[src/rtl/swa_pkg.sv]
// swa_pkg: shared FSM state type, default width and counter sizing helper
// for the serial word assembler.
package swa_pkg;

    localparam int SWA_DEFAULT_WIDTH = 8;

    // IDLE: no bits held; COLLECT: partial word; LAST: one bit short of a word.
    typedef enum logic [1:0] {
        IDLE    = 2'd0,
        COLLECT = 2'd1,
        LAST    = 2'd2
    } swa_state_e;

    // Width of a counter able to hold every value 0..width inclusive.
    function automatic int swa_count_width(input int width);
        return $clog2(width + 1);
    endfunction

endpackage

[src/rtl/swa_out_reg.sv]
// swa_out_reg: output holding register with valid/ready handshake for the
// serial word assembler. A completed word loads here and stays put until the
// consumer takes it.
// Optional feature: define SERIAL_WORD_ASSEMBLER_WORD_COUNT_EN to add a 16-bit
// wrapping count of transferred words.
module swa_out_reg import swa_pkg::*; #(
    parameter int DATA_WIDTH = SWA_DEFAULT_WIDTH
) (
    input  logic                  clk,
    input  logic                  rst,
    input  logic                  load,
    input  logic [DATA_WIDTH-1:0] load_data,
    input  logic                  word_ready,
    output logic [DATA_WIDTH-1:0] word_out,
    output logic                  word_valid
`ifdef SERIAL_WORD_ASSEMBLER_WORD_COUNT_EN
    ,
    output logic [15:0]           word_count
`endif
);

    logic transfer;

    assign transfer = word_valid && word_ready;

    // Load on completion (keeps valid high even if the old word leaves in the
    // same cycle), otherwise drop valid once the held word is taken.
    always_ff @(posedge clk) begin
        // NOTE: state registers use non-blocking (<=) so every flop samples
        // pre-edge values regardless of statement order.
        if (rst) begin
            word_out   <= '0;
            word_valid <= 1'b0;
        end else if (load) begin
            word_out   <= load_data;
            word_valid <= 1'b1;
        end else if (transfer) begin
            word_valid <= 1'b0;
        end
    end

`ifdef SERIAL_WORD_ASSEMBLER_WORD_COUNT_EN
    // Count transferred words; the 16-bit add wraps 0xFFFF -> 0x0000 on its own.
    always_ff @(posedge clk) begin
        if (rst) begin
            word_count <= '0;
        end else if (transfer) begin
            word_count <= word_count + 16'd1;
        end
    end
`endif

endmodule

[src/rtl/serial_word_assembler.sv]
// serial_word_assembler: gathers serial bits into DATA_WIDTH-bit words and
// hands them to a downstream stage through a valid/ready holding register.
// MSB_FIRST selects whether the first received bit lands in the top or the
// bottom bit of the word. frame_start drops any partial word.
// Optional feature: define SERIAL_WORD_ASSEMBLER_WORD_COUNT_EN to add the
// word_count output (16-bit wrapping count of transferred words).
module serial_word_assembler import swa_pkg::*; #(
    parameter int DATA_WIDTH = SWA_DEFAULT_WIDTH,
    parameter int MSB_FIRST  = 1
) (
    input  logic                              clk,
    input  logic                              rst,
    input  logic                              frame_start,
    input  logic                              bit_in,
    input  logic                              bit_valid,
    output logic                              bit_ready,
    output logic [DATA_WIDTH-1:0]             word_out,
    output logic                              word_valid,
    input  logic                              word_ready,
    output logic [$clog2(DATA_WIDTH+1)-1:0]   bit_count
`ifdef SERIAL_WORD_ASSEMBLER_WORD_COUNT_EN
    ,
    output logic [15:0]                       word_count
`endif
);

    localparam int            CW         = swa_count_width(DATA_WIDTH);
    localparam logic [CW-1:0] LAST_COUNT = CW'(DATA_WIDTH - 1);

    swa_state_e            state_q;
    swa_state_e            state_d;
    swa_state_e            base_state;
    logic [CW-1:0]         base_count;
    logic [CW-1:0]         count_d;
    logic [DATA_WIDTH-1:0] shreg;
    logic [DATA_WIDTH-1:0] base_shreg;
    logic [DATA_WIDTH-1:0] shifted;
    logic [DATA_WIDTH-1:0] shreg_d;
    logic                  accept;
    logic                  complete;

    // Only the final bit of a word can be refused, and only while the previous
    // word is still waiting; a frame restart never completes, so it is never held off.
    assign bit_ready = frame_start || !((state_q == LAST) && word_valid && !word_ready);
    assign accept    = bit_valid && bit_ready;

    // Next state, bit count and shift contents; frame_start rewinds to an
    // empty word before the accepted bit (if any) is applied.
    always_comb begin
        // NOTE: every signal gets a default first so no path leaves it
        // unassigned, which would infer a latch.
        base_state = state_q;
        base_count = bit_count;
        base_shreg = shreg;
        if (frame_start) begin
            base_state = IDLE;
            base_count = '0;
            base_shreg = '0;
        end

        if (MSB_FIRST != 0) begin
            shifted = {base_shreg[DATA_WIDTH-2:0], bit_in};
        end else begin
            shifted = {bit_in, base_shreg[DATA_WIDTH-1:1]};
        end

        state_d  = base_state;
        count_d  = base_count;
        shreg_d  = base_shreg;
        complete = 1'b0;

        if (accept) begin
            shreg_d = shifted;
            if (base_state == LAST) begin
                complete = 1'b1;
                state_d  = IDLE;
                count_d  = '0;
            end else begin
                count_d = base_count + CW'(1);
                state_d = (count_d == LAST_COUNT) ? LAST : COLLECT;
            end
        end
    end

    // State register, bit counter and shift register.
    always_ff @(posedge clk) begin
        if (rst) begin
            state_q   <= IDLE;
            bit_count <= '0;
            shreg     <= '0;
        end else begin
            state_q   <= state_d;
            bit_count <= count_d;
            shreg     <= shreg_d;
        end
    end

    swa_out_reg #(
        .DATA_WIDTH (DATA_WIDTH)
    ) u_out_reg (
        .clk        (clk),
        .rst        (rst),
        .load       (complete),
        .load_data  (shifted),
        .word_ready (word_ready),
        .word_out   (word_out),
        .word_valid (word_valid)
`ifdef SERIAL_WORD_ASSEMBLER_WORD_COUNT_EN
        ,
        .word_count (word_count)
`endif
    );

endmodule
[config.mk]
export PLATFORM = sky130hd
export DESIGN_NAME = serial_word_assembler
export DESIGN_NICKNAME = d
export VERILOG_FILES = /design/src/rtl/swa_pkg.sv /design/src/rtl/swa_out_reg.sv /design/src/rtl/serial_word_assembler.sv
export SDC_FILE = /design/constraint.sdc
export NUM_CORES = 1
export LEC_CHECK = 0
export ABC_AREA = 1
export CAP_MARGIN = 0
export CORE_AREA = 8 8 53 55
export DETAILED_ROUTE_END_ITERATION = 12
export DIE_AREA = 0 0 61 63
export PLACE_DENSITY = 0.84
export REMOVE_ABC_BUFFERS = 1
export SETUP_SLACK_MARGIN = 0.02
export SLEW_MARGIN = 20
export SYNTH_ARGS = -nofsm -noshare
export SYNTH_HDL_FRONTEND = slang
export SYNTH_HIERARCHICAL = 1
export SYNTH_SLANG_ARGS = --single-unit
[constraint.sdc]
create_clock -name clk -period 2.9 [get_ports clk]
set_input_delay 0.725 -clock clk [delete_from_list [all_inputs] [get_ports clk]]
set_output_delay 0.725 -clock clk [all_outputs]
set_load 0.01 [all_outputs]
==> results of run 1 <==
[power breakdown]
part	leakage [nW]	total (mW)	switching [mW]	internal, mW
Clock	0.0138	0.135	0.0870	0.0485
Sequential	0.179	0.313	0.00309	0.309
Combinational	0.412	0.0498	0.0302	0.0196
[cell usage in the layout (no fill, tap or decap)]
cell | Yosys | layout
nor2_1 | 40 | 40
inv_1 | 23 | 23
nand2_1 | 22 | 22
dfxtp_1 | 22 | 22
clkdlybuf4s50_1 | 0 | 19
o21ai_0 | 15 | 15
a21oi_1 | 6 | 6
nand3_1 | 5 | 5
clkbuf_4 | 0 | 3
buf_4 | 0 | 3
nand2_4 | 2 | 2
ha_1 | 2 | 2
inv_8 | 1 | 1
nor2_4 | 1 | 1
nand3_4 | 1 | 1
nor3_1 | 1 | 1
inv_2 | 1 | 1
a21oi_2 | 1 | 1
[cell families (layout without fill, tap and decap cells)]
kind of cell             after synthesis  after routing  share of synthesized area
flip-flops                            22             22                     0.4330
AO/OA/AOI/OAI                         22             22                     0.1119
adder cells (fa/ha/maj)                2              2                    0.02460
AND/OR/NAND/NOR                       72             72                     0.3087
buffers and inverters                 27             50                     0.1218
[worst min-delay path, stage by stage, from the launching register on]
cell and delay [ns]:
dfxtp_1 0.34, o21ai_0 0.07, nor2_1 0.08
[path summary, 6_finish.rpt]
path	slack (ns)	end	depth (start not counted)	from
setup / recovery	0.09	bit_ready	6	frame_start
hold / removal	0.51	u_out_reg/word_out[4]	2	u_out_reg/word_out[4]
setup reg to reg	1.36	state_q[1]	9	bit_count[1]
hold reg to reg	0.51	u_out_reg/word_out[4]	2	u_out_reg/word_out[4]
[stage by stage]
step	instance area, µm²	worst slack, ns	hold slack (ns)
2_1_floorplan	994.7	0.9896	0.5091
3_3_place_gp	1242	0.09993	0.4825
3_5_place_dp	1242	0.08504	0.4826
4_1_cts	1265	0.08476	0.5261
5_1_grt	1265	0.03478	0.5502
6_report	1265	0.09275	0.5145
[cell type report]
| cell class | instances | area [µm²] |
|---|---|---|
| Fill cell | 205 | 798.3 |
| Multi-Input combinational cell | 96 | 452.9 |
| Sequential cell | 22 | 440.4 |
| Timing Repair Buffer | 22 | 212.7 |
| Inverter | 25 | 101.3 |
| Tap cell | 28 | 35.03 |
| Clock buffer | 3 | 22.52 |
[sequential cells by signal, summed over array words and instances (netlist names)]
signal	cells
u_out_reg/word_out	8
shreg	7
bit_count	4
state_q	2
u_out_reg/word_valid	1
[routing by layer]
layer  up-vias  GRT usage  share of wire
met2        23     0.2156           0.48
li1        487          -              -
met3         6    0.04321          0.061
met4         0    0.05831          0.019
met5         -          0              0
met1       422     0.1412           0.44
==> summary.txt, run 1 <==
Status
  – Status: complete, no violations

Finish
  – Core Util, Final: 0.6131
  – Ant. Diodes: 0
  – Final Non-Filler Cells: approximately 200
  – Layout Nets: around 180
  – Layout area overhead: 24.35%
  – Share of cells above drive strength 1: 0.07738

Critical path
  – CP most frequent cell: clkdlybuf4s50_1
  – Critical Path Max Stage Delay: slightly above 0.5 ns
  – Worst path required time: ~2.2 ns
  – Critical Path AT: ~2.1 ns
  – Crit-path cells: clkdlybuf4s50_1 -> inv_8 -> nand2_4 -> nor2_4 -> nand3_4 -> clkdlybuf4s50_1
  – Crit-path max FO: 3
  – CP endpoint kind: output port
  – CP Class: input pin to output port
  – Crit path max-delay cell type: clkdlybuf4s50_1
  – CP top delay family: buffers and inverters
  – Buf/Inv on CP: 3
  – Startpoint types: input pin

STA
  – Fin crit share: 0.9680
  – Minimum clock period: approximately 2.8 ns
  – Slew margin rel.: 0.7565
  – Final hold vios: 0
  – Max Slew Vio Count: 0
  – Setup Skew: approximately 0.0032 ns
  – # setup viols final: 0
  – RSZ-0062 raised after global routing: false
  – Setup TNS: 0 ns
  – Fmax: ~0.36 GHz
  – Worst-margin pin slew: roughly 0.36 ns

Power and ir drop
  – Leakage power: slightly above 0.6 nW
  – PwrDens: 393.6 mW/mm²
  – Total Power: approximately 0.50 mW
  – Peak supply drop: about 0.00032 V

Place
  – Dpl cells: just under 200
  – IO Port Bufs: 19
  – HPWL after DPL: around 1700 µm
  – GPL Wtd Cong: roughly 0.85

Synth
  – Top FF cell, synth: dfxtp_1
  – Mapped Area: about 0.001 mm²
  – Avg Inst Size Synth: between 7 and 8 µm²
  – Ys async rst share: 0
  – Post-synth top cells: nor2_1, inv_1, dfxtp_1, nand2_1, o21ai_0
  – Synth warn: 6
  – Synthesized flop and latch total: 22
  – Post-synth EDFFs: 0
  – Synth Instances: 145
  – Yosys top cell area share: 0.4330
  – Post-synth cell types: 16
  – Synth area leader: dfxtp_1
  – Most common cell in the netlist: nor2_1
  – Synth top area cells: dfxtp_1, nor2_1, inv_1, nand2_1, o21ai_0
  – Register area share after synthesis: 0.4330

Floorplan
  – Die Y: 63 µm
  – Die W: a little over 60 µm
  – Top Ports: 20
  – Initial Utilization: 0.4930
  – Die area: 0.003843 mm²
  – CORE AREA: a little over 0.002 mm²
  – Std-Cell Rows: 17

GRT
  – GRT Util Overall: 0.1297
  – Pin count of the biggest net entering global routing: 17
  – Vias in the first global route: 954
  – Total grt overflow: 0
  – First-pass GRT wire length: ~4000 µm
  – Initial antenna violation count: 0

Drt
  – Drc violations: 0
  – DR iter-0 viols: 15
  – First-pass DRT Iterations: 4
  – Vias: ~940
  – DRT Wirelength: between 2000 and 2500 µm
  – Final ANT Viol Nets: 0
  – Routed vias/inst: around 4.8
  – Post-DR wirelength/cell: approximately 11 µm

CTS
  – # resized after CTS: 0
  – CTS tree: built
  – CTS Buf Count: 3
  – Clk buf depth: 2
  – Clock Latency Late Sink: roughly 0.3 ns
  – CTS root buf: clkbuf_4
  – Postcts setup bufs: 0
  – Max H-tree Level: 1
  – Hold Buf Count CTS: 0
  – Clock slew at reported path FFs: roughly 0.11 ns
  – CTS Sinks: 22

Job
  – Max_cap viols: 0

Worst hold path
  – Worst hold path class: register to register
Power figures use the tool's default switching activity.
==> run 2, diff against run 1 <==
--- a/config.mk
+++ b/config.mk
@@ -13,6 +13,7 @@
 export PLACE_DENSITY = 0.84
 export REMOVE_ABC_BUFFERS = 1
 export SETUP_SLACK_MARGIN = 0.02
+export SKIP_CTS_REPAIR_TIMING = 1
 export SLEW_MARGIN = 20
 export SYNTH_ARGS = -nofsm -noshare
 export SYNTH_HDL_FRONTEND = slang
==> constraint.sdc (replaced) <==
create_clock -name clk -period 3.26 [get_ports clk]
set_input_delay 0.815 -clock clk [delete_from_list [all_inputs] [get_ports clk]]
set_output_delay 0.815 -clock clk [all_outputs]
set_load 0.01 [all_outputs]
==> run 2 against run 1 <==
Effect of this change: non-clock buffer count decreased by 1; global-route usage decreased by 0.26 points; critical path depth unchanged; power decreased by 5.4%; via count decreased by 0.75%; highest routed layer unchanged; first-iteration DRC count decreased by 40%; sequential power decreased by 11%; wire length decreased by 4.0%; clock skew about the same; core utilization increased by 0.30 points; combinational power decreased by 14%.
==> summary.txt, run 2 (same netlist as run 1, synthesis figures left out) <==
Finish
  – Largest registers: u_out_reg/word_out (8), shreg (7), bit_count (4)
  – Max reg flops: 8 (unchanged)
  – Layout Nets: 177 (-0.56%)
  – Final Non-Filler Cells: 196 (unchanged)
  – Share of cells above drive strength 1: 0.07738 (unchanged)
  – Most frequent cells in the layout: nor2_1, inv_1, nand2_1, dfxtp_1, clkdlybuf4s50_1
  – Commonest non-fill, non-tap cell in the layout: nor2_1
  – Layout fillers: 208 (+1.5%)
  – Ant. Diodes: 0 (unchanged)
  – Top reg by flops: u_out_reg/word_out
  – Layout area overhead: 24.97%

Drt
  – Drc violations: 0 (unchanged)
  – Routed vias/inst: 4.750 (-0.75%)
  – First-pass DRT Iterations: 4 (unchanged)
  – Final ANT Viol Nets: 0 (unchanged)
  – Post-DR wirelength/cell: 10.77 µm (-4.0%)
  – DRT Wirelength: 2111 µm (-4.0%)
  – DR iter-0 viols: 9 (-6)
  – Vias: 931 (-0.75%)

STA
  – # setup viols final: 0 (unchanged)
  – Setup TNS: 0 ns (unchanged)
  – Worst-margin pin slew: 0.3752 ns (+0.01133 ns)
  – Fin crit share: 0.9223
  – RSZ-0062 raised after global routing: false
  – Minimum clock period: about 3 ns
  – Final hold vios: 0 (unchanged)
  – Setup Skew: 0.003591 ns (+0.0003873 ns)
  – Hold slack final: 0.5167 ns (+0.002244 ns)
  – Fmax: ~0.33 GHz
  – Max Slew Vio Count: 0 (unchanged)
  – Slew margin rel.: 0.7489 (-0.007581)

Critical path
  – Critical Path Max Stage Delay: 0.58 ns (+0.07 ns)
  – CP top delay family: buffers and inverters
  – CP endpoint kind: output port
  – Crit-path max FO: 6 (+3)
  – Reg-to-Reg End: state_q[0]
  – CP most frequent cell: clkdlybuf4s50_1
  – Reg2reg start: bit_count[1]
  – Worst path required time: 2.44 ns (+0.27 ns)
  – Critical Path AT: 2.19 ns (+0.11 ns)
  – CP Class: input pin to output port
  – Crit path max-delay cell type: clkdlybuf4s50_1
  – Reg2reg setup slack: 1.76 ns (+0.40 ns)
  – Buf/Inv on CP: 3 (unchanged)
  – Length in cells of the worst reg-to-reg path: 10 (+1)
  – Crit-path cells: clkdlybuf4s50_1 -> inv_8 -> nand2_4 -> nor2_4 -> nand3_4 -> clkdlybuf4s50_1
  – Startpoint types: input pin

Place
  – Dpl cells: 192 (-0.52%)
  – HPWL after DPL: 1608 µm (-4.4%)
  – GPL Wtd Cong: 0.8450 (-1.0%)
  – IO Port Bufs: 19 (unchanged)

Worst hold path
  – WHS Endpoint: u_out_reg/word_out[2]
  – Worst hold path class: register to register
  – Hold_sp: u_out_reg/word_out[2]
  – Hold Crit Depth: 2 (unchanged)

Status
  – Status: complete, no violations

Floorplan
  – Std-Cell Rows: 17 (unchanged)
  – Die Y: 63 µm (unchanged)
  – Die area: 0.003843 mm² (unchanged)
  – Top Ports: 20 (unchanged)
  – Initial Utilization: 0.4930 (unchanged)
  – CORE AREA: 0.002063 mm² (unchanged)
  – Die W: 61 µm (unchanged)

CTS
  – CTS tree: built
  – CTS Sinks: 22 (unchanged)
  – CTS Buf Count: 3 (unchanged)
  – Clock slew at reported path FFs: 0.12 ns (about the same)
  – Clock Latency Late Sink: 0.30 ns (about the same)
  – CTS root buf: clkbuf_4
  – Max H-tree Level: 1 (unchanged)
  – Clk buf depth: 2 (unchanged)

Power and ir drop
  – Peak supply drop: 0.0002484 V (-21%)
  – Leakage power: 0.6076 nW (+0.39%)
  – PwrDens: 370.4 mW/mm² (-5.9%)
  – Total Power: 0.4709 mW (-5.4%)

GRT
  – Total grt overflow: 0 (unchanged)
  – GRT Util Overall: 0.1271 (-0.002605)
  – Initial antenna violation count: 0 (unchanged)
  – Pin count of the biggest net entering global routing: 17 (unchanged)
  – First-pass GRT wire length: 3891 µm (-1.7%)
  – Vias in the first global route: 926 (-2.9%)

Job
  – Max_cap viols: 0 (unchanged)
[run 2: changes by cell type in the layout (fill, tap and decap cells not counted), sizes merged]
cell | previous run | this run
clkbuf | 3 | 4
buf | 3 | 2
[run 2: power breakdown]
| part | switching, mW | leakage, nW | internal [mW] | total [mW] |
|---|---|---|---|---|
| clock | 0.0819 | 0.0210 | 0.0682 | 0.150 |
| combinational | 0.0260 | 0.408 | 0.0166 | 0.0426 |
| sequential | 0.00287 | 0.179 | 0.275 | 0.278 |
| total | 0.111 | 0.608 | 0.360 | 0.471 |
[run 2: layout make-up]
class,count,area [µm²],area share
multi-input cells,96,452.9,0.3563
flip-flops and latches,22,440.4,0.3465
repair buffers,21,205.2,0.1614
inverters,25,101.3,0.07972
clock buffers,4,36.28,0.02854
well taps,28,35.03,0.02756
[run 2: worst max-delay path by stage]
stage	depth (start not counted)	to	slack, ns	startpoint
3_5_place_dp	6	bit_ready	0.24	frame_start
5_1_grt	6	bit_ready	0.20	frame_start
6_report	6	bit_ready	0.25	frame_start
2_1_floorplan	9	u_out_reg/word_out[7]	1.26	frame_start
3_3_place_gp	6	bit_ready	0.26	frame_start
4_1_cts	6	bit_ready	0.24	frame_start
[run 2: per-stage QoR]
stage          setup WS [ns]  instance area (µm²)  utilization
2_1_floorplan          1.260                994.7            -
3_3_place_gp          0.2622                 1235       0.5985
3_5_place_dp          0.2434                 1235       0.5985
4_1_cts               0.2430                 1271       0.6161
5_1_grt               0.2009                 1271       0.6161
6_report              0.2534                 1271       0.6161
[run 2: routing by layer]
metal  up-vias  part of all wire  track usage
met4         0             0.015      0.04373
li1        489                 -            -
met1       419              0.46       0.1405
met2        18              0.47       0.2143
met5         -                 0            0
met3         5             0.053      0.04321
[run 2: worst reg2reg max path, delay by kind of cell (launching register included)]
family                   cells  cell delay [ns]
flip-flops                   1             0.35
adder cells (fa/ha/maj)      1             0.24
AO/OA/AOI/OAI                1             0.05
AND/OR/NAND/NOR              6             0.66
buffers and inverters        2             0.08
==> run 3, diff against run 2 <==
--- a/config.mk
+++ b/config.mk
@@ -7,9 +7,11 @@
 export LEC_CHECK = 0
 export ABC_AREA = 1
 export CAP_MARGIN = 0
-export CORE_AREA = 8 8 53 55
+export CORE_AREA = 2 2 47 49
 export DETAILED_ROUTE_END_ITERATION = 12
-export DIE_AREA = 0 0 61 63
+export DIE_AREA = 0 0 49 51
+export GPL_ROUTABILITY_DRIVEN = 0
+export HOLD_SLACK_MARGIN = 0.02
 export PLACE_DENSITY = 0.84
 export REMOVE_ABC_BUFFERS = 1
 export SETUP_SLACK_MARGIN = 0.02
==> run 3 against run 2 <==
Effect of this change: via count shrank 4.0%; sequential cell count is the same; sequential power is essentially flat; critical path depth is the same; clock skew grew 0.0064 ns; die area shrank 35%; cell count is the same; first-iteration DRC count grew to 2.6 times the previous value; clock power is essentially flat; non-clock buffer count is the same; highest routed layer unchanged.
==> summary.txt, run 3 (same netlist as run 1, synthesis figures left out) <==
GRT
  – First-pass GRT wire length: 3318 µm (-15%)
  – Met3 usage: 0.03801 (-0.005198)
  – Total grt overflow: 0 (unchanged)
  – Met2 usage: 0.2922 (+0.07795)
  – Vias in the first global route: 794 (-14%)
  – Global routing usage on met1: 0.2073 (+0.06682)
  – GRT Util Overall: 0.1712 (+0.04411)
  – GR peak layer: met2
  – Pin count of the biggest net entering global routing: 17 (unchanged)
  – Initial antenna violation count: 0 (unchanged)

Place
  – Post-place instance area: 0.001235 mm² (unchanged)
  – HPWL after DPL: 1457 µm (-9.4%)
  – IO Port Bufs: 19 (unchanged)

Floorplan
  – Std-Cell Rows: 17 (unchanged)
  – Die W: 49 µm (-20%)
  – CORE AREA: 0.002063 mm² (unchanged)
  – Die area: 0.002499 mm² (-35%)
  – Top Ports: 20 (unchanged)
  – Die Y: 51 µm (-19%)
  – Initial Utilization: 0.4930 (unchanged)

Critical path
  – CP most frequent cell: clkdlybuf4s50_1
  – Critical Path AT: 2.18 ns (about the same)
  – Reg2reg start: bit_count[1]
  – Critical Path Max Stage Delay: 0.58 ns (about the same)
  – CP endpoint kind: output port
  – Reg2reg setup slack: 1.76 ns (about the same)
  – Startpoint types: input pin
  – Reg-to-Reg End: state_q[1]
  – Crit-path cells: clkdlybuf4s50_1 -> inv_8 -> nand2_4 -> nor2_4 -> nand3_4 -> clkdlybuf4s50_1
  – Crit path max-delay cell type: clkdlybuf4s50_1
  – CP Class: input pin to output port
  – Length in cells of the worst reg-to-reg path: 9 (-1)
  – Crit-path max FO: 6 (unchanged)
  – Worst path required time: 2.44 ns (about the same)

Finish
  – Share of cells above drive strength 1: 0.07738 (unchanged)
  – Max reg flops: 8 (unchanged)
  – Commonest non-fill, non-tap cell in the layout: nor2_1
  – Final Cell Area: 0.001271 mm² (unchanged)
  – Layout area overhead: 24.97% (unchanged)
  – Most frequent cells in the layout: nor2_1, inv_1, nand2_1, dfxtp_1, clkdlybuf4s50_1
  – Largest registers: u_out_reg/word_out (8), shreg (7), bit_count (4)
  – Ant. Diodes: 0 (unchanged)
  – Layout Nets: 177 (unchanged)
  – Top reg by flops: u_out_reg/word_out

Drt
  – Post-DR wirelength/cell: 9.990 µm (-7.2%)
  – DRT Wirelength: 1958 µm (-7.2%)
  – DR iter-0 viols: 23 (+14)
  – First-pass DRT Iterations: 4 (unchanged)
  – Final ANT Viol Nets: 0 (unchanged)
  – Drc violations: 0 (unchanged)
  – Routed vias/inst: 4.561 (-4.0%)
  – Vias: 894 (-4.0%)

STA
  – Final hold vios: 0 (unchanged)
  – Slew margin rel.: 0.7624 (+0.01351)
  – Setup TNS: 0 ns (unchanged)
  – Max Slew Vio Count: 0 (unchanged)
  – # setup viols final: 0 (unchanged)
  – Worst-margin pin slew: 0.3552 ns (-0.01999 ns)
  – Fmax: 0.3342 GHz (+0.48%)
  – Fin crit share: 0.9178 (-0.004436)
  – RSZ-0062 raised after global routing: false
  – Setup Skew: 0.009943 ns (+0.006353 ns)
  – Minimum clock period: 2.992 ns (-0.01446 ns)

Worst hold path
  – Hold_sp: u_out_reg/word_out[1]
  – Hold Crit Depth: 2 (unchanged)
  – WHS Endpoint: u_out_reg/word_out[1]
  – Worst hold path class: register to register

CTS
  – Clock Latency Late Sink: 0.31 ns (about the same)
  – CTS Buf Count: 3 (unchanged)
  – Clock slew at reported path FFs: 0.11 ns (about the same)
  – Max H-tree Level: 1 (unchanged)
  – CTS tree: built
  – CTS Sinks: 22 (unchanged)
  – Clk buf depth: 2 (unchanged)
  – CTS root buf: clkbuf_4

Power and ir drop
  – Leakage power: 0.6076 nW (unchanged)
  – PwrDens: 370.6 mW/mm² (about the same)
  – Peak supply drop: 0.0003181 V (+28%)

Status
  – Status: complete, no violations

Job
  – Max_cap viols: 0 (unchanged)
-- run 3: cell counts in the layout (fill, tap and decap cells not counted) --
No cell type changed its count.
-- run 3: area by class of cell --
class / count / area [µm²]
clock buffers: 4 / 36.28
fillers: 209 / 792.0
inverters: 25 / 101.3
multi-input cells: 96 / 452.9
flip-flops and latches: 22 / 440.4
well taps: 28 / 35.03
repair buffers: 21 / 205.2
-- run 3: worst max-delay path: cells and delay by family --
| family | cells | cell delay, ns |
|---|---|---|
| buf+inv | 3 | 1.17 |
| simple gates | 3 | 0.18 |
-- run 3: routing by layer --
layer	part of all wire	vias up
met2	0.47	18
li1	-	489
met5	0	-
met4	0.017	0
met3	0.037	5
met1	0.47	382
-- run 3: power by group --
group	leakage, nW	internal [mW]	switching, mW
sequential	0.179	0.275	0.00266
combinational	0.408	0.0167	0.0260
clock	0.0210	0.0683	0.0822
total	0.608	0.360	0.111
-- run 3: worst max-delay path by stage --
stage	end	cells past startpoint	startpoint	slack (ns)
global route	bit_ready	6	frame_start	0.21
CTS	bit_ready	6	frame_start	0.26
global placement	bit_ready	6	frame_start	0.27
detailed placement	bit_ready	6	frame_start	0.25
finish	bit_ready	6	frame_start	0.27
floorplan	u_out_reg/word_out[7]	9	frame_start	1.26
-- run 3: per-stage QoR --
stage	instances	worst slack, ns	power, mW	utilization	hold WS [ns]
2_1_floorplan	143	1.260	0.3073	-	0.5091
4_1_cts	196	0.2559	0.4747	0.6161	0.5244
3_5_place_dp	192	0.2549	0.3268	0.5985	0.4828
6_report	196	0.2679	0.4711	0.6161	0.5195
5_1_grt	196	0.2066	0.4889	0.6161	0.5564
3_3_place_gp	192	0.2668	0.3250	0.5985	0.4839
